### config.mk
export PLATFORM = sky130hd
export DESIGN_NAME = sdpb_pixel_reader
export DESIGN_NICKNAME = d
export VERILOG_FILES = /design/src/rtl/sdpb_reader_pkg.sv /design/src/rtl/sdpb_pixel_reader_pix_fifo2.sv /design/src/rtl/sdpb_pixel_reader.sv
export SDC_FILE = /design/constraint.sdc
export NUM_CORES = 1
export LEC_CHECK = 0
export BUFFER_PORTS_ARGS = -buffer_cell sky130_fd_sc_hd__clkbuf_2
export CAP_MARGIN = 20
export CORE_ASPECT_RATIO = 0.9
export CORE_MARGIN = 1.5
export CORE_UTILIZATION = 55
export CTS_CLUSTER_SIZE = 12
export DETAILED_ROUTE_END_ITERATION = 6
export PLACE_DENSITY = 0.79
export SETUP_SLACK_MARGIN = 0.2
export SLEW_MARGIN = 20
export SYNTH_ARGS = -nofsm -noshare
export SYNTH_HDL_FRONTEND = slang
export SYNTH_SLANG_ARGS = --single-unit
### constraint.sdc
create_clock -name clk -period 2.7 [get_ports clk]
set_clock_uncertainty 0.05 [all_clocks]
set_input_delay 0.135 -clock clk [delete_from_list [all_inputs] [get_ports clk]]
set_output_delay 0.135 -clock clk [all_outputs]
set_load 0.005 [all_outputs]
### src/rtl/sdpb_reader_pkg.sv
// Shared widths and FSM encoding for the SDPB pixel read engine.
package sdpb_reader_pkg;

    localparam int unsigned DEF_ADDR_W = 7;
    localparam int unsigned DEF_DATA_W = 16;
    localparam int unsigned DEF_CNT_W  = 8;

    typedef enum logic [1:0] {
        IDLE,
        RUN,
        DRAIN
    } state_t;

endpackage

### src/rtl/sdpb_pixel_reader_pix_fifo2.sv
// Two-entry synchronous FIFO, first-word-fall-through, with occupancy output.
module pix_fifo2 #(
    parameter int unsigned DATA_W = 16
) (
    input  logic              clk,
    input  logic              reset,
    input  logic              wr,
    input  logic [DATA_W-1:0] din,
    input  logic              rd,
    output logic [DATA_W-1:0] dout,
    output logic              valid,
    output logic [1:0]        occ
);

    logic [DATA_W-1:0] mem [2];
    logic              wr_ptr;
    logic              rd_ptr;

    always_ff @(posedge clk) begin
        if (reset) begin
            mem    <= '{default: '0};
            wr_ptr <= 1'b0;
            rd_ptr <= 1'b0;
            occ    <= '0;
        end else begin
            if (wr) begin
                mem[wr_ptr] <= din;
                wr_ptr      <= ~wr_ptr;
            end
            if (rd) begin
                rd_ptr <= ~rd_ptr;
            end
            unique case ({wr, rd})
                2'b10:   occ <= occ + 2'd1;
                2'b01:   occ <= occ - 2'd1;
                default: occ <= occ;
            endcase
        end
    end

    assign dout  = mem[rd_ptr];
    assign valid = (occ != 2'd0);

    // The issuer's headroom rule must keep us from ever filling past two.
    assert property (@(posedge clk) disable iff (reset) !(wr && !rd && occ == 2'd2))
        else $error("pix_fifo2 overflow");
    assert property (@(posedge clk) disable iff (reset) !(rd && occ == 2'd0))
        else $error("pix_fifo2 underflow");

endmodule

### src/rtl/sdpb_pixel_reader.sv
// Fetches a run of halfwords from the SDPB read port and streams them out valid/ready.
module sdpb_pixel_reader
    import sdpb_reader_pkg::*;
#(
    parameter int unsigned ADDR_W = DEF_ADDR_W,
    parameter int unsigned DATA_W = DEF_DATA_W,
    parameter int unsigned CNT_W  = DEF_CNT_W
) (
    input  logic              clk,
    input  logic              reset,
    input  logic              start,
    input  logic [ADDR_W-1:0] base_addr,
    input  logic [CNT_W-1:0]  count,
    output logic              busy,
    output logic              done,
    output logic [ADDR_W-1:0] ram_adb,
    output logic              ram_ceb,
    output logic              ram_oce,
    output logic              ram_resetb,
    input  logic [DATA_W-1:0] ram_dout,
    output logic [DATA_W-1:0] pix_data,
    output logic              pix_valid,
    input  logic              pix_ready,
    output logic              pix_last
);

    state_t            state, state_next;
    logic [ADDR_W-1:0] rd_addr;
    logic [ADDR_W-1:0] adb_q;
    logic [CNT_W-1:0]  issue_left;
    logic [CNT_W-1:0]  out_left;
    logic              inflight;
    logic              done_q;
    logic [1:0]        occ;
    logic              pop;
    logic              issue;
    logic              accept;
    logic              zero_run;

    assign pop      = pix_valid & pix_ready;
    assign accept   = (state == IDLE) && start && (count != '0);
    assign zero_run = (state == IDLE) && start && (count == '0);

    // Words buffered plus in flight, less the one leaving now, must stay below two.
    assign issue = (state == RUN) && (issue_left != '0) &&
                   (({1'b0, occ} + {2'b00, inflight}) < (3'd2 + {2'b00, pop}));

    always_comb begin
        state_next = state;
        unique case (state)
            IDLE:    if (accept) state_next = RUN;
            RUN:     if (issue && issue_left == CNT_W'(1)) state_next = DRAIN;
            DRAIN:   if (pop && out_left == CNT_W'(1)) state_next = IDLE;
            default: state_next = IDLE;
        endcase
    end

    always_ff @(posedge clk) begin
        if (reset) begin
            state <= IDLE;
        end else begin
            state <= state_next;
        end
    end

    always_ff @(posedge clk) begin
        if (reset) begin
            rd_addr    <= '0;
            adb_q      <= '0;
            issue_left <= '0;
            out_left   <= '0;
            inflight   <= 1'b0;
            done_q     <= 1'b0;
        end else begin
            inflight <= issue;
            done_q   <= zero_run;
            if (accept) begin
                rd_addr    <= base_addr;
                issue_left <= count;
                out_left   <= count;
            end
            if (issue) begin
                rd_addr    <= rd_addr + ADDR_W'(1);
                adb_q      <= rd_addr;
                issue_left <= issue_left - CNT_W'(1);
            end
            if (pop) begin
                out_left <= out_left - CNT_W'(1);
                if (out_left == CNT_W'(1)) done_q <= 1'b1;
            end
        end
    end

    pix_fifo2 #(
        .DATA_W(DATA_W)
    ) u_fifo (
        .clk  (clk),
        .reset(reset),
        .wr   (inflight),
        .din  (ram_dout),
        .rd   (pop),
        .dout (pix_data),
        .valid(pix_valid),
        .occ  (occ)
    );

    assign busy       = (state != IDLE);
    assign done       = done_q;
    assign ram_ceb    = issue;
    assign ram_adb    = issue ? rd_addr : adb_q;
    assign ram_oce    = 1'b1;
    assign ram_resetb = reset;
    assign pix_last   = pix_valid && (out_left == CNT_W'(1));

endmodule

==> Word level (Yosys, flattened, before mapping) <==
Index checks and enable logic that the tools add are counted.
{ "totals": {"ff_bits": 70, "in_bits": 35, "word_cells": 75} }
{ "op_classes": {"addsub": 7, "magnitude_cmp": 4, "eq_ne": 9, "n_mux": 19, "bitwise": 5, "n_reduce_logical": 19} }
{ "op_table": {"columns": ["cell", "count"], "rows": [
  ["$mux 16", 4],
  ["$bwmux 32", 1],
  ["$mux 8", 3],
  ["$mux 7", 3],
  ["$demux 16 s1", 1],
  ["$eq 8x1->1 const B", 2],
  ["$reduce_bool 8->1", 2],
  ["$sub 8x1->8 const B", 2],
  ["$reduce_bool 2->1", 5],
  ["$logic_and 1x1->1", 9],
  ["$logic_not 8->1", 1],
  ["$add 7x1->7 const B", 1],
  ["$mux 2", 3],
  ["$pmux 2 s3", 1],
  ["$eq 2x1->1 const B", 2],
  ["$eq 2x2->1 const B", 2],
  ["$ge 2x2->1 const B", 2],
  ["$ne 2x2->1 const B", 2],
  ["$not 1->2", 2],
  ["$pmux 2 s2", 1],
  ["$add 2x1->3", 1],
  ["$add 2x1->3 const A", 1],
  ["$lt 3x3->1", 1],
  ["$reduce_and 3->1", 1],
  ["8 further kinds", 10]
]} }

==> Longest topological paths before layout <==
{ "logic_depth": {"depth_word": 8, "depth_mapped": 9} }

==> Modules after synthesis <==
From an unflattened synthesis, not the netlist that was laid out.
{ "hier_totals": {"hier_cells": 393, "hier_area_um2": 3348.2} }
{ "by_module_without_submodules": {"columns": ["mod", "n_inst", "cells_each", "area_per_inst_um2", "seq_area_each_um2"], "rows": [
  ["sdpb_pixel_reader", 1, 215, 1855.5, 680.7],
  ["pix_fifo2", 1, 178, 1492.7, 720.7]
]} }

==> Least setup slack after synthesis <==
No wires, ideal clock.
{ "synth_path": {"kind": "reg-to-reg", "start": "register issue_left[0]", "end": "register adb_q[3]", "arrival_ns": 2.047, "required_time_ns": 2.535, "setup_slack_ns": 0.488, "path_stages_with_launch": 9, "path_buffers": 1, "synth_period_minus_slack_ns": 2.212, "cell_sequence": "dfxtp_1 > inv_1 > ha_1 > or3b_2 > or2_4 > nand3_4 > buf_12 > mux2_4 > and2_1"} }
{ "synth_between": {"elab_chain_cells": 4} }
{ "synth_lines": {"columns": ["item", "line_no", "text"], "rows": [
  ["from (decl)", "sdpb_pixel_reader.sv:30", "logic [CNT_W-1:0] issue_left;"],
  ["from (signal assigned)", "sdpb_pixel_reader.sv:79", "issue_left <= count;"],
  ["from (signal assigned)", "sdpb_pixel_reader.sv:85", "issue_left <= issue_left - CNT_W'(1);"],
  ["$reduce_bool 8->1", "sdpb_pixel_reader.sv:45", "assign issue = (state == RUN) && (issue_left != '0) &&"],
  ["$logic_and 1x1->1 (2 in series)", "sdpb_pixel_reader.sv:45", null],
  ["$mux 7", null, null],
  ["via ram_adb[3]", "sdpb_pixel_reader.sv:16", "output logic [ADDR_W-1:0] ram_adb,"],
  ["to (signal assigned)", "sdpb_pixel_reader.sv:84", "adb_q <= rd_addr;"],
  ["to (decl)", "sdpb_pixel_reader.sv:29", "logic [ADDR_W-1:0] adb_q;"]
]} }
The timed path passes the listed nets, and every way through them passes these cells.
A chain may end at the register's enable or synchronous reset.

==> Final worst setup path <==
{ "layout_path": {"start": "register issue_left[4]", "end": "output ram_adb[1]"} }
{ "layout_between": {"elab_chain_cells": 4} }
{ "layout_lines": {"columns": ["item", "line_no"], "rows": [
  ["$reduce_bool 8->1", "sdpb_pixel_reader.sv:45"],
  ["$logic_and 1x1->1 (2 in series)", "sdpb_pixel_reader.sv:45"],
  ["$mux 7", null],
  ["to (decl)", "sdpb_pixel_reader.sv:16"]
]} }
No other way between the ends.

==> impl_results.rst <==
.. list-table::
   :header-rows: 1

   * - Metric
     - Value
   * - Antenna Nets Post-Route
     - 0
   * - Run status
     - complete, no violations
   * - Number of CTS-inserted buffers
     - 9
   * - Total global routing overflow
     - 0
   * - Iter 0 DRT Violations
     - 200
   * - Worst endpoint required time
     - 2520 ps
   * - Setup repair after global routing missed its margin
     - false
   * - Setup slack of the most critical reg-to-reg path
     - 460 ps
   * - Detailed-route vias per instance
     - 5.80
   * - Slew at the pin with the worst max-slew slack
     - 845 ps
   * - Critical path fanouts, max
     - 7
   * - Root cell of the clock tree
     - clkbuf_8
   * - CTS tree
     - built
   * - Proportion of register bits with asynchronous set or reset after synthesis
     - 0
   * - Total DRC errors in the routed layout
     - 0
   * - Cell-internal power
     - 0.00196 W
   * - Crit path time final
     - 2420 ps
   * - Fmax achieved
     - 0.413 GHz
   * - Antenna diode count
     - 0
   * - Number of H-tree levels
     - 3
   * - Antenna violations before repair
     - 0
   * - Number of vias in the routed layout
     - 3186
   * - Clock slew at reported path FFs
     - 70 ps
   * - Cell with the most instances after synthesis
     - nand2_1
   * - Average wire per standard cell
     - 15.2 µm
   * - Post-synth design cell area
     - 3390 µm²
   * - Sequential area share after synthesis
     - 0.413
   * - Via count of the first global-routing pass
     - 2918
   * - Sum of negative setup slack
     - 0 ps
   * - Count of cell types in the netlist
     - 61
   * - GRT Total Usage
     - 0.267
   * - Main flop type after synthesis
     - dfxtp_1
   * - Clock latency on the worst-skew pair
     - 350 ps
   * - Fraction of power consumed by the clock network
     - 0.320
   * - EDFF count, synth
     - 0
   * - Final #Nets
     - 517
   * - Routed Wire Length
     - 8350 µm
   * - Die Span X
     - 85.8 µm
   * - Die area
     - 6650 µm²
   * - Synthesized netlist cell count
     - 393
   * - Static Leakage
     - 1.68 nW
   * - Fin. max-slew vios
     - 0
   * - Share of total power in sequential cells
     - 0.433
   * - Yosys warns
     - 0
   * - Syn_nets
     - 436
   * - Count of max-cap constraint violations
     - 0
   * - Global-route wire length before repair
     - 14000 µm
   * - Buffers added on ports
     - 63
   * - Arrival time reported for the critical path endpoint
     - 2240 ps
   * - Switching power
     - 0.000878 W
   * - Commonest cells in the netlist
     - nand2_1 (80), dfxtp_1 (70), a21oi_1 (47), mux2_2 (21), nor2_1 (17)
   * - First drt pass iteration count
     - 4
   * - Vertical extent of the die
     - 77.5 µm
   * - Post-detailed-placement half-perimeter wirelength
     - 5390 µm
   * - Sw Share
     - 0.309
   * - Core Footprint
     - 5820 µm²
   * - Pwr/cell area
     - 681 nW/µm²
   * - Final count of negative-setup-slack endpoints
     - 0
   * - Syn avg cell area
     - 8.64 µm²
   * - Peak supply drop
     - 0.516 mV
   * - Synthesized flop and latch total
     - 70
   * - Period Utilization, post-route
     - 0.896
   * - Relative contribution of combinational cells to total power
     - 0.247
   * - Area leader, netlist
     - dfxtp_1
   * - Path type of the worst min-delay path
     - in -> reg
   * - Nature of the critical path endpoint
     - output port
   * - Category of the worst setup path launch point
     - register
   * - Placer's final routability congestion estimate
     - 0.829
   * - Number of rows in the core area
     - 26
   * - Total count of hold-check failures in the final report
     - 0
   * - Post-route cell area
     - 4180 µm²
   * - Critical path class
     - reg -> out
   * - Layout-stage area growth over the synthesis result
     - 23.0%
   * - IO Count
     - 65
   * - Number of clock sinks seen by CTS
     - 70
   * - Main area contributors after synthesis
     - dfxtp_1 (41%), nand2_1 (8.8%), mux2_2 (7.0%), a21oi_1 (6.9%), ha_1 (2.9%)
   * - Starting utilization of the core area
     - 0.583
   * - Largest net degree at the start of global routing
     - 60
   * - Relative slew slack
     - 0.436
   * - Yosys top cell area share
     - 0.413
   * - Cell Area, Placed
     - 3720 µm²
   * - Buffer depth of the longest clock path
     - 2
   * - Fraction of layout cells with a size suffix above 1
     - 0.292
[per-stage QoR]
stage	utilization	power (W)	std cells	hold WS, ps	worst slack (ps)
after global placement	0.639	0.00185	511	315	325
final	0.717	0.00284	549	17.2	280
after floorplan	-	0.00170	393	221	488
after CTS	0.712	0.00283	548	7.18	205
after global routing	0.717	0.00300	549	21.2	208
after detailed placement	0.639	0.00188	511	323	281
[path summary, 6_finish.rpt]
path / start / depth (start not counted) / to
max: issue_left[4]$_SDFFE_PP0P_ / 5 / ram_adb[1]
min: base_addr[1] / 3 / rd_addr[1]$_SDFFE_PP0P_
max reg2reg: u_fifo.occ[0]$_SDFFE_PP0P_ / 6 / issue_left[2]$_SDFFE_PP0P_
min reg2reg: u_fifo.mem[17]$_SDFFE_PP0P_ / 2 / u_fifo.mem[17]$_SDFFE_PP0P_
[per-layer routing]
metal  global-route usage  vias to the layer above  share of wire
met5                    0                        -              0
met4               0.0919                        0          0.018
met3               0.0681                       13          0.064
met2                0.432                      108           0.48
met1                0.344                     1507           0.44
li1                     -                     1558              -
[repair_timing]
action | CTS | global route
setup buffers | 2 | 1
endpoints found under the hold margin | 33 | 0
cloned | 2 | 0
hold buffers | 17 | 0
gates resized for setup | 1 | 7
endpoints found under the setup margin | 8 | 8
pin swaps | 0 | 1
[worst max-delay path, cell delays in order (launching register included)]
cell and delay [ps]:
dfxtp_1 370, or4_4 590, or2_4 320, nand3_4 140, mux2_2 350, clkbuf_2 110
[final cells by class]
| type | count | area (µm²) |
|---|---|---|
| flip-flops and latches | 70 | 1400 |
| clock inverters | 6 | 86.3 |
| inverters | 11 | 41.3 |
| fillers | 442 | 1650 |
| repair buffers | 90 | 561 |
| multi-input cells | 292 | 1870 |
| clock buffers | 10 | 128 |
| well taps | 70 | 87.6 |
[power by group through the flow]
stage / clock [W] / sequential [W] / combinational (W)
4_1_cts: 0.000933 / 0.00123 / 0.000674
5_1_grt: 0.000976 / 0.00125 / 0.000776
3_5_place_dp: 0 / 0.00125 / 0.000627
6_report: 0.000910 / 0.00123 / 0.000701
2_1_floorplan: 0 / 0.00120 / 0.000501
3_3_place_gp: 0 / 0.00124 / 0.000609
[sequential cells by signal, summed over array words and instances, names as in the netlist]
signal,flops
done,1
issue_left,8
u_fifo.mem,32
out_left,8
inflight,1
rd_addr,7
u_fifo.wr_ptr,1
u_fifo.rd_ptr,1
state,2
adb_q,7
u_fifo.occ,2
[cell usage in the layout, fill, tap and decap left out, drive strengths merged, types with 3 or more instances in the layout]
| master | Yosys | final |
|---|---|---|
| clkinv | 1 | 4 |
| o21ai | 12 | 12 |
| and3 | 3 | 3 |
| ha | 8 | 8 |
| or2 | 4 | 4 |
| nor2 | 17 | 17 |
| clkbuf | 15 | 73 |
| or3 | 3 | 3 |
| inv | 10 | 10 |
| nand2 | 80 | 80 |
| buf | 7 | 10 |
| a211oi | 4 | 4 |
| nand2b | 5 | 5 |
| o211ai | 3 | 3 |
| a21oi | 49 | 49 |
| mux2 | 24 | 24 |
| nor3 | 3 | 3 |
| o21a | 6 | 6 |
| and2 | 9 | 9 |
| a31oi | 8 | 8 |
| or4 | 7 | 7 |
| nand4 | 7 | 7 |
| nand3 | 12 | 14 |
| o311ai | 3 | 3 |
| dlygate4sd3 | 0 | 17 |
| dfxtp | 70 | 70 |
[logic make-up after synthesis]
group	share of synthesized area
AO/OA/AOI/OAI	0.194
adder cells (fa/ha/maj)	0.0295
buffers and inverters	0.0494
multiplexers	0.0829
other	0.00110
flip-flops	0.413
XOR/XNOR	0.00774
AND/OR/NAND/NOR	0.223
Power figures use the tool's default switching activity.
